`src/rtl/if_stage_if.sv`:
```
// Bundle of fetch-stage control, redirect, memory and debug-counter signals
// shared between the instruction-fetch stage and its surrounding pipeline.
interface if_stage_if #(
    parameter int CNT_W = 32
);
    logic             PC_Keep;
    logic             IF_ID_Hold;
    logic             IF_ID_Flush;
    logic             Jump;
    logic [31:0]      jump_target;
    logic             if_branch;
    logic [31:0]      branch_target;
    logic [31:0]      imem_rdata;
    logic             cnt_clr;
    logic [31:0]      imem_addr;
    logic [31:0]      IF_ID_Instruction;
    logic [31:0]      IF_ID_PC4;
    logic             IF_ID_Valid;
    logic [CNT_W-1:0] stall_cnt;
    logic [CNT_W-1:0] flush_cnt;

    modport master (
        output PC_Keep, IF_ID_Hold, IF_ID_Flush, Jump, jump_target,
               if_branch, branch_target, imem_rdata, cnt_clr,
        input  imem_addr, IF_ID_Instruction, IF_ID_PC4, IF_ID_Valid,
               stall_cnt, flush_cnt
    );

    modport slave (
        input  PC_Keep, IF_ID_Hold, IF_ID_Flush, Jump, jump_target,
               if_branch, branch_target, imem_rdata, cnt_clr,
        output imem_addr, IF_ID_Instruction, IF_ID_PC4, IF_ID_Valid,
               stall_cnt, flush_cnt
    );
endinterface

```
`src/rtl/if_stage.sv`:
```
// Instruction-fetch stage: PC register with redirect/stall selection, IF/ID
// pipeline register, and saturating stall/flush event counters.
module if_stage #(
    parameter logic [31:0] RESET_PC = 32'h0040_0000,
    parameter int          CNT_W    = 32
) (
    input  logic      clk,
    input  logic      reset,
    if_stage_if.slave bus
);

    localparam logic [CNT_W-1:0] CNT_MAX = {CNT_W{1'b1}};
    localparam logic [CNT_W-1:0] CNT_ONE = {{(CNT_W-1){1'b0}}, 1'b1};

    function automatic logic [31:0] align_word(input logic [31:0] addr);
        return {addr[31:2], 2'b00};
    endfunction

    logic [31:0]      pc_q,       pc_d;
    logic [31:0]      instr_q,    instr_d;
    logic [31:0]      pc4_q,      pc4_d;
    logic             valid_q,    valid_d;
    logic [CNT_W-1:0] stall_cnt_q, stall_cnt_d;
    logic [CNT_W-1:0] flush_cnt_q, flush_cnt_d;
    logic [31:0]      pc_plus4_s;
    logic             stall_evt_s;

    assign pc_plus4_s  = pc_q + 32'd4;
    // A redirect from an older instruction cancels the stall, so it is not counted.
    assign stall_evt_s = bus.PC_Keep & ~bus.if_branch & ~bus.Jump;

    // Next-PC selection: branch, then jump, then hold, then sequential.
    always_comb begin
        pc_d = pc_plus4_s;
        if (bus.if_branch) begin
            pc_d = align_word(bus.branch_target);
        end else if (bus.Jump) begin
            pc_d = align_word(bus.jump_target);
        end else if (bus.PC_Keep) begin
            pc_d = pc_q;
        end else begin
            pc_d = pc_plus4_s;
        end
    end

    // IF/ID next value: flush wins over hold.
    always_comb begin
        instr_d = instr_q;
        pc4_d   = pc4_q;
        valid_d = valid_q;
        if (bus.IF_ID_Flush) begin
            instr_d = 32'h0000_0000;
            pc4_d   = 32'h0000_0000;
            valid_d = 1'b0;
        end else if (bus.IF_ID_Hold) begin
            instr_d = instr_q;
            pc4_d   = pc4_q;
            valid_d = valid_q;
        end else begin
            instr_d = bus.imem_rdata;
            pc4_d   = pc_plus4_s;
            valid_d = 1'b1;
        end
    end

    // Saturating event counters with synchronous clear.
    always_comb begin
        stall_cnt_d = stall_cnt_q;
        flush_cnt_d = flush_cnt_q;
        if (bus.cnt_clr) begin
            stall_cnt_d = '0;
            flush_cnt_d = '0;
        end else begin
            if (stall_evt_s && (stall_cnt_q != CNT_MAX)) begin
                stall_cnt_d = stall_cnt_q + CNT_ONE;
            end else begin
                stall_cnt_d = stall_cnt_q;
            end
            if (bus.IF_ID_Flush && (flush_cnt_q != CNT_MAX)) begin
                flush_cnt_d = flush_cnt_q + CNT_ONE;
            end else begin
                flush_cnt_d = flush_cnt_q;
            end
        end
    end

    // State registers with asynchronous active-low reset.
    always_ff @(posedge clk or negedge reset) begin
        if (!reset) begin
            pc_q        <= RESET_PC;
            instr_q     <= 32'h0000_0000;
            pc4_q       <= 32'h0000_0000;
            valid_q     <= 1'b0;
            stall_cnt_q <= '0;
            flush_cnt_q <= '0;
        end else begin
            pc_q        <= pc_d;
            instr_q     <= instr_d;
            pc4_q       <= pc4_d;
            valid_q     <= valid_d;
            stall_cnt_q <= stall_cnt_d;
            flush_cnt_q <= flush_cnt_d;
        end
    end

    assign bus.imem_addr         = pc_q;
    assign bus.IF_ID_Instruction = instr_q;
    assign bus.IF_ID_PC4         = pc4_q;
    assign bus.IF_ID_Valid       = valid_q;
    assign bus.stall_cnt         = stall_cnt_q;
    assign bus.flush_cnt         = flush_cnt_q;

endmodule

```
`src/flat_wrapper.sv`:
```
// flat-port wrapper written by rule: the top's interface ports become plain ports
module if_stage_flat 
#(
    parameter logic [31:0] RESET_PC = 32'h0040_0000,
    parameter int          CNT_W    = 32
)
  (clk, reset, bus_PC_Keep, bus_IF_ID_Hold, bus_IF_ID_Flush, bus_Jump, bus_jump_target, bus_if_branch, bus_branch_target, bus_imem_rdata, bus_cnt_clr, bus_imem_addr, bus_IF_ID_Instruction, bus_IF_ID_PC4, bus_IF_ID_Valid, bus_stall_cnt, bus_flush_cnt);
  if_stage_if #(.CNT_W(CNT_W)) bus_i ();
  input  logic clk;
  input  logic reset;
  input wire logic [$bits(bus_i.PC_Keep)-1:0] bus_PC_Keep;
  input wire logic [$bits(bus_i.IF_ID_Hold)-1:0] bus_IF_ID_Hold;
  input wire logic [$bits(bus_i.IF_ID_Flush)-1:0] bus_IF_ID_Flush;
  input wire logic [$bits(bus_i.Jump)-1:0] bus_Jump;
  input wire logic [$bits(bus_i.jump_target)-1:0] bus_jump_target;
  input wire logic [$bits(bus_i.if_branch)-1:0] bus_if_branch;
  input wire logic [$bits(bus_i.branch_target)-1:0] bus_branch_target;
  input wire logic [$bits(bus_i.imem_rdata)-1:0] bus_imem_rdata;
  input wire logic [$bits(bus_i.cnt_clr)-1:0] bus_cnt_clr;
  output wire logic [$bits(bus_i.imem_addr)-1:0] bus_imem_addr;
  output wire logic [$bits(bus_i.IF_ID_Instruction)-1:0] bus_IF_ID_Instruction;
  output wire logic [$bits(bus_i.IF_ID_PC4)-1:0] bus_IF_ID_PC4;
  output wire logic [$bits(bus_i.IF_ID_Valid)-1:0] bus_IF_ID_Valid;
  output wire logic [$bits(bus_i.stall_cnt)-1:0] bus_stall_cnt;
  output wire logic [$bits(bus_i.flush_cnt)-1:0] bus_flush_cnt;
  assign bus_i.PC_Keep = bus_PC_Keep;
  assign bus_i.IF_ID_Hold = bus_IF_ID_Hold;
  assign bus_i.IF_ID_Flush = bus_IF_ID_Flush;
  assign bus_i.Jump = bus_Jump;
  assign bus_i.jump_target = bus_jump_target;
  assign bus_i.if_branch = bus_if_branch;
  assign bus_i.branch_target = bus_branch_target;
  assign bus_i.imem_rdata = bus_imem_rdata;
  assign bus_i.cnt_clr = bus_cnt_clr;
  assign bus_imem_addr = bus_i.imem_addr;
  assign bus_IF_ID_Instruction = bus_i.IF_ID_Instruction;
  assign bus_IF_ID_PC4 = bus_i.IF_ID_PC4;
  assign bus_IF_ID_Valid = bus_i.IF_ID_Valid;
  assign bus_stall_cnt = bus_i.stall_cnt;
  assign bus_flush_cnt = bus_i.flush_cnt;
  if_stage #(.RESET_PC(RESET_PC), .CNT_W(CNT_W)) u_core (.clk(clk), .reset(reset), .bus(bus_i));
endmodule
```
`config.mk`:
```
export PLATFORM = sky130hd
export DESIGN_NAME = if_stage_flat
export DESIGN_NICKNAME = d
export VERILOG_FILES = /design/src/rtl/if_stage_if.sv /design/src/rtl/if_stage.sv /design/src/flat_wrapper.sv
export SDC_FILE = /design/constraint.sdc
export NUM_CORES = 1
export LEC_CHECK = 0
export CAP_MARGIN = 0
export CORE_ASPECT_RATIO = 0.6
export CORE_MARGIN = 2
export CORE_UTILIZATION = 48
export DETAILED_ROUTE_END_ITERATION = 16
export GPL_ROUTABILITY_DRIVEN = 0
export PLACE_DENSITY = 0.88
export SYNTH_ARGS = -nofsm -noshare
export SYNTH_HDL_FRONTEND = slang
export SYNTH_SLANG_ARGS = --single-unit
```
`constraint.sdc`:
```
create_clock -name clk -period 2.92 [get_ports clk]
set_input_delay 0.584 -clock clk [delete_from_list [all_inputs] [get_ports clk]]
set_output_delay 0.584 -clock clk [all_outputs]
set_load 0.005 [all_outputs]
```
Word level (Yosys, flattened, before mapping)
Index checks and enable logic that the tools add are counted.
- flip-flop bits (word level): 161
- input port bits: 104
- word-level logic and storage cells: 34
- $add $sub $neg: 3
- equal/unequal tests: 4
- mux-type cells: 13
- bitwise gates (word level): 4
- reduce and logical (&&, ||, !) cells: 4
- operators by type and width (cell ; number):
    2-to-1 mux 32 bit ; 11
    adder 32 x 1 -> 32 bit (second input constant) ; 2
    inequality test 32 bit (second input constant) ; 2
    adder 32 x 3 -> 32 bit (second input constant) ; 1
    nonzero test 2 bit ; 2
    inequality test 3 x 1 -> 1 bit (second input constant) ; 1
    bitwise AND 1 bit ; 2
    logical AND 1 bit ; 2
    2-to-1 mux 1 bit ; 2
    inequality test 2 x 1 -> 1 bit (second input constant) ; 1
    inverter 1 bit ; 2

Logic depth before layout (Yosys ltp)
- depth after elaboration: 6
- depth in mapped cells: 9
- mapped depth without buffers: 6

Worst setup path after synthesis
No wires, ideal clock.
- kind: register to register
- start: register u_core.pc_q[2], in the netlist u_core.bus.imem_addr[2]
- end: register u_core.pc_q[22], in the netlist u_core.bus.imem_addr[22]
- library setup time: 0.088 ns
- data arrival time: 2.132 ns
- setup slack: 0.701 ns
- stages on the path, launching flop included: 7
- period minus slack after synthesis: 2.219 ns
- cells stage by stage: dfrtp_1 ha_1 nand2_1 nor4_1 nand4_1 and4_1 or3_1
- word-level cells in the longest chain between the ends: 4
- RTL lines (item ; line ; RTL):
    start, declared ; if_stage.sv:19 ; logic [31:0] pc_q, pc_d;
    start signal, assigned ; if_stage.sv:97 ; pc_q <= pc_d;
    adder 32 x 3 -> 32 bit ; if_stage.sv:28 ; assign pc_plus4_s = pc_q + 32'd4;
    2-to-1 mux 32 bit ; if_stage.sv:39 ; end else if (bus.PC_Keep) begin
    2-to-1 mux 32 bit ; if_stage.sv:37 ; end else if (bus.Jump) begin
    2-to-1 mux 32 bit ; if_stage.sv:35 ; if (bus.if_branch) begin
No other way between the ends. The select of a mux whose other input is x is not followed.
A chain may end at the register's enable or synchronous reset.

Worst setup path after layout
- start: register u_core.stall_cnt_q[0], in the netlist u_core.bus.stall_cnt[0]
- end: register u_core.stall_cnt_q[19], in the netlist u_core.bus.stall_cnt[19]
- word-level cells in the longest chain between the ends: 3
- RTL lines (item ; line ; RTL):
    start, declared ; if_stage.sv:23 ; logic [CNT_W-1:0] stall_cnt_q, stall_cnt_d;
    start signal, assigned ; if_stage.sv:101 ; stall_cnt_q <= stall_cnt_d;
    adder 32 x 1 -> 32 bit or inequality test 32 bit (tied branches) ; if_stage.sv:75, if_stage.sv:74 ;
    2-to-1 mux 32 bit or logical AND 1 bit (tied branches) ; if_stage.sv:74 ; if (stall_evt_s && (stall_cnt_q != CNT_MAX)) begin
    2-to-1 mux 32 bit or nonzero test 2 bit (tied branches) ; - ;
Parallel ways exist; a longest one is shown, timed or not. The select of a mux whose other input is x is not followed.

==> flow_summary.yaml <==
worst_setup_path:
  timing.critical_path.max_delay_family: "simple AND/OR/NAND/NOR gates"
  worst_setup_path_start_kind: "flip-flop"
  reg2reg_to: "u_core.bus.stall_cnt[19]"
  critical_path.cell_chain: "ha_1, and4_1, nand4_1, nor4_2, buf_4, buf_4, or4_1, a21oi_1"
  worst-path-max-fanout: 25
  crit_top_cell: "buf_4"
  worstSetupPathType: "reg2reg"
  r2r.worst_path.cells: 8
  timing.critical_path.slowest_cell_delay_ns: 0.43
  critical_path_cell_with_the_highest_stage_delay: "dfrtp_1"
  setup.worst_path.end_class: "flip-flop"
  path_depth: 8
  critical_path_arrival_ns: 2.77
  regToRegSetupSlack_ns: 0.42
  critPathBufInv: 2
  cp_data_required_time_ns: 3.19
  rr_startpoint: "u_core.bus.stall_cnt[0]"
power:
  seq_power_share: 0.432
  fraction_of_power_consumed_by_the_clock_network: 0.407
  p_int_uw: 3940
  power_per_cell_area_mw_per_mm2: 462
  power_frac_comb: 0.161
  leakage_uw: 0.00476
  netSwitchingFraction: 0.297
  ir_worst_vdd_mv: 0.364
  netSwitchingPower_uw: 1660
clock_tree:
  ctsHoldBuffers: 0
  clk_pin_slew_ns: 0.07
  cts_htree_levels: 4
  cts_repair_resize_count: 0
  cts_buffer_depth: 2
  cts.repair_timing.setup_buffer_count: 0
  cts.sinks: 158
  clock_latency_ns: 0.42
  root_buffer: "clkbuf_16"
  cts-buffers-inserted: 17
  tritoncts: "done"
routing:
  drt.antenna.violating_nets: 0
  dr.pass1.iters: 6
  routed_wire_length_per_instance_um: 20.6
  viasPerCell: 6.13
  wirelength_um: 29300
  drc_violation_count_after_routing: 0
  detail_route.iter0.violations: 1147
  num_vias: 8711
layout:
  instances_no_fill: 1421
  diodes: 0
  utilization: 0.699
  area.growth.synth_to_final_pct: 40.9
  fillers: 1301
  fraction_of_final_layout_cells_with_drive_strength_greater_than_1: 0.0876
  design.final.nets: 1281
floorplanning:
  die_width_um: 177
  effective_utilization_at_floorplan: 0.496
  core_area_mm2: 0.0174
  fp.dieArea_mm2: 0.0191
  std_cell_rows: 37
  i_o_pins: 265
  die_height_um: 108
sta:
  worst_hold_slack_across_all_endpoints_ns: 0.112
  fmax_mhz: 400
  worst_slew_margin_rel: 0.491
  max_slew.worst_pin.slew_ns: 0.764
  setup_violations: 0
  drv_slew: 0
  layout_worst_path_cycle_share: 0.855
  fin_crit_ns: 2.50
  setup-tns-final_ns: 0
  clock_skew_ns: 0.0152
  rsz0062_at_grt: "no"
  finalHoldViolations: 0
  postLayoutSetupSlackWorst_ns: 0.423
yosys:
  synth_warnings: 0
  sequential_cell_area_fraction_in_the_yosys_report: 0.460
  synth-edff-count: 0
  syn_inst: 921
  yosysUniqueCellTypes: 76
  post_synth.cell_area_avg_um2: 9.35
  ys_seq_elements: 158
  async_reset_ff_frac: 1.00
  synth_area_mm2: 0.00861
  top_ff_cell_synth: "dfrtp_1"
global_route:
  grt_pass1_vias: 8059
  grt_antenna_before_repair: 0
  grt_max_degree: 66
  globalRoute.totalOverflow: 0
  grt_pass1_wl_um: 45200
  grt.total_usage: 0.305
placed_design:
  dp_cells: 1389
  place.detailed.hpwl_um: 21700
  port_buffers: 258
  preCtsSetupSlack_ns: 0.274
outcome:
  result_of_the_run: "finished clean"
job:
  cap_viol_max_count: 0
hold_path:
  min-delay-path-class: "in2async"
==> synth_stat cells (7+ instances only) <==
library cell,instances,area (um^2)
nor3_1,11,55.1
or3_1,22,138
inv_1,19,71.3
nand2_1,58,218
o31ai_1,32,240
buf_2,8,40.0
o21ai_0,33,165
a211oi_1,17,128
a21oi_1,82,410
nand3_1,41,205
and4_1,13,114
dfrtp_1,157,3930
nor4_1,12,75.1
xor2_1,14,123
mux2i_1,42,420
and3_1,14,87.6
xnor2_1,30,263
a22oi_1,7,52.6
nand4_1,30,188
clkbuf_1,43,161
or4_1,28,210
buf_1,7,26.3
nor2_1,102,383
==> routing by layer <==
metal,vias to the layer above,GRT usage,routed length [um]
met5,-,0,0
met2,457,0.445,13000
met3,55,0.0646,2710
met4,0,0.0956,755
li1,3947,-,-
met1,4252,0.452,12800
==> power by group through the flow <==
| stage | logic [uW] | registers, uW | clock network (uW) |
|---|---|---|---|
| after floorplan | 337 | 2440 | 0 |
| after global placement | 863 | 2450 | 0 |
| after detailed placement | 888 | 2460 | 0 |
| after CTS | 896 | 2420 | 2300 |
| after global routing | 965 | 2430 | 2400 |
| final | 902 | 2420 | 2280 |
==> layout by cell type, fill, tap and decap left out, types with 32 or more instances in the layout <==
master / count
clkdlybuf4s50_1: 254
o21ai_0: 33
a21oi_1: 82
nor2_1: 102
o31ai_1: 32
buf_4: 37
mux2i_1: 42
dfrtp_1: 157
nand3_1: 41
nand2_1: 58
==> through the flow <==
step	cell area [um^2]	total power (uW)
3_5_place_dp	11500	3340
6_report	12100	5600
5_1_grt	12100	5790
2_1_floorplan	8610	2780
4_1_cts	12100	5610
3_3_place_gp	11500	3310
==> state kept, by name, summed over array words and instances, names as in the netlist <==
register	cells
u_core.bus.IF_ID_Instruction	32
u_core.bus.IF_ID_PC4	31
u_core.bus.flush_cnt	32
u_core.bus.imem_addr	30
u_core.bus.stall_cnt	32
u_core.bus.IF_ID_Valid	1
==> logic make-up after synthesis <==
| family | Yosys count | share of synthesized area |
|---|---|---|
| other | 1 | 0.000436 |
| flip-flops | 158 | 0.460 |
| buffers and inverters | 84 | 0.0414 |
| AND/OR/NAND/NOR | 364 | 0.231 |
| multiplexers | 45 | 0.0528 |
| adder cells (fa/ha/maj) | 3 | 0.00436 |
| AO/OA/AOI/OAI | 222 | 0.165 |
| XOR/XNOR | 44 | 0.0448 |
==> final cells by class <==
cell class | instances | area (um^2) | area share
flip-flops and latches | 158 | 3960 | 0.326
clock inverters | 15 | 189 | 0.0156
inverters | 20 | 75.1 | 0.00619
multi-input cells | 680 | 4310 | 0.355
repair buffers | 297 | 2890 | 0.238
well taps | 234 | 293 | 0.0241
clock buffers | 17 | 425 | 0.0351
==> worst max-delay path by stage <==
| stage | from | endpoint | slack (ns) |
|---|---|---|---|
| final | u_core.bus.stall_cnt[0] | u_core.bus.stall_cnt[19] | 0.42 |
| after global routing | u_core.bus.stall_cnt[0] | u_core.bus.stall_cnt[21] | 0.18 |
| after CTS | u_core.bus.stall_cnt[0] | u_core.bus.stall_cnt[19] | 0.44 |
| after floorplan | u_core.bus.imem_addr[2] | u_core.bus.imem_addr[22] | 0.70 |
| after detailed placement | bus_if_branch | u_core.bus.stall_cnt[21] | 0.27 |
| after global placement | bus_if_branch | u_core.bus.stall_cnt[27] | 0.32 |
Power figures use the tool's default switching activity.
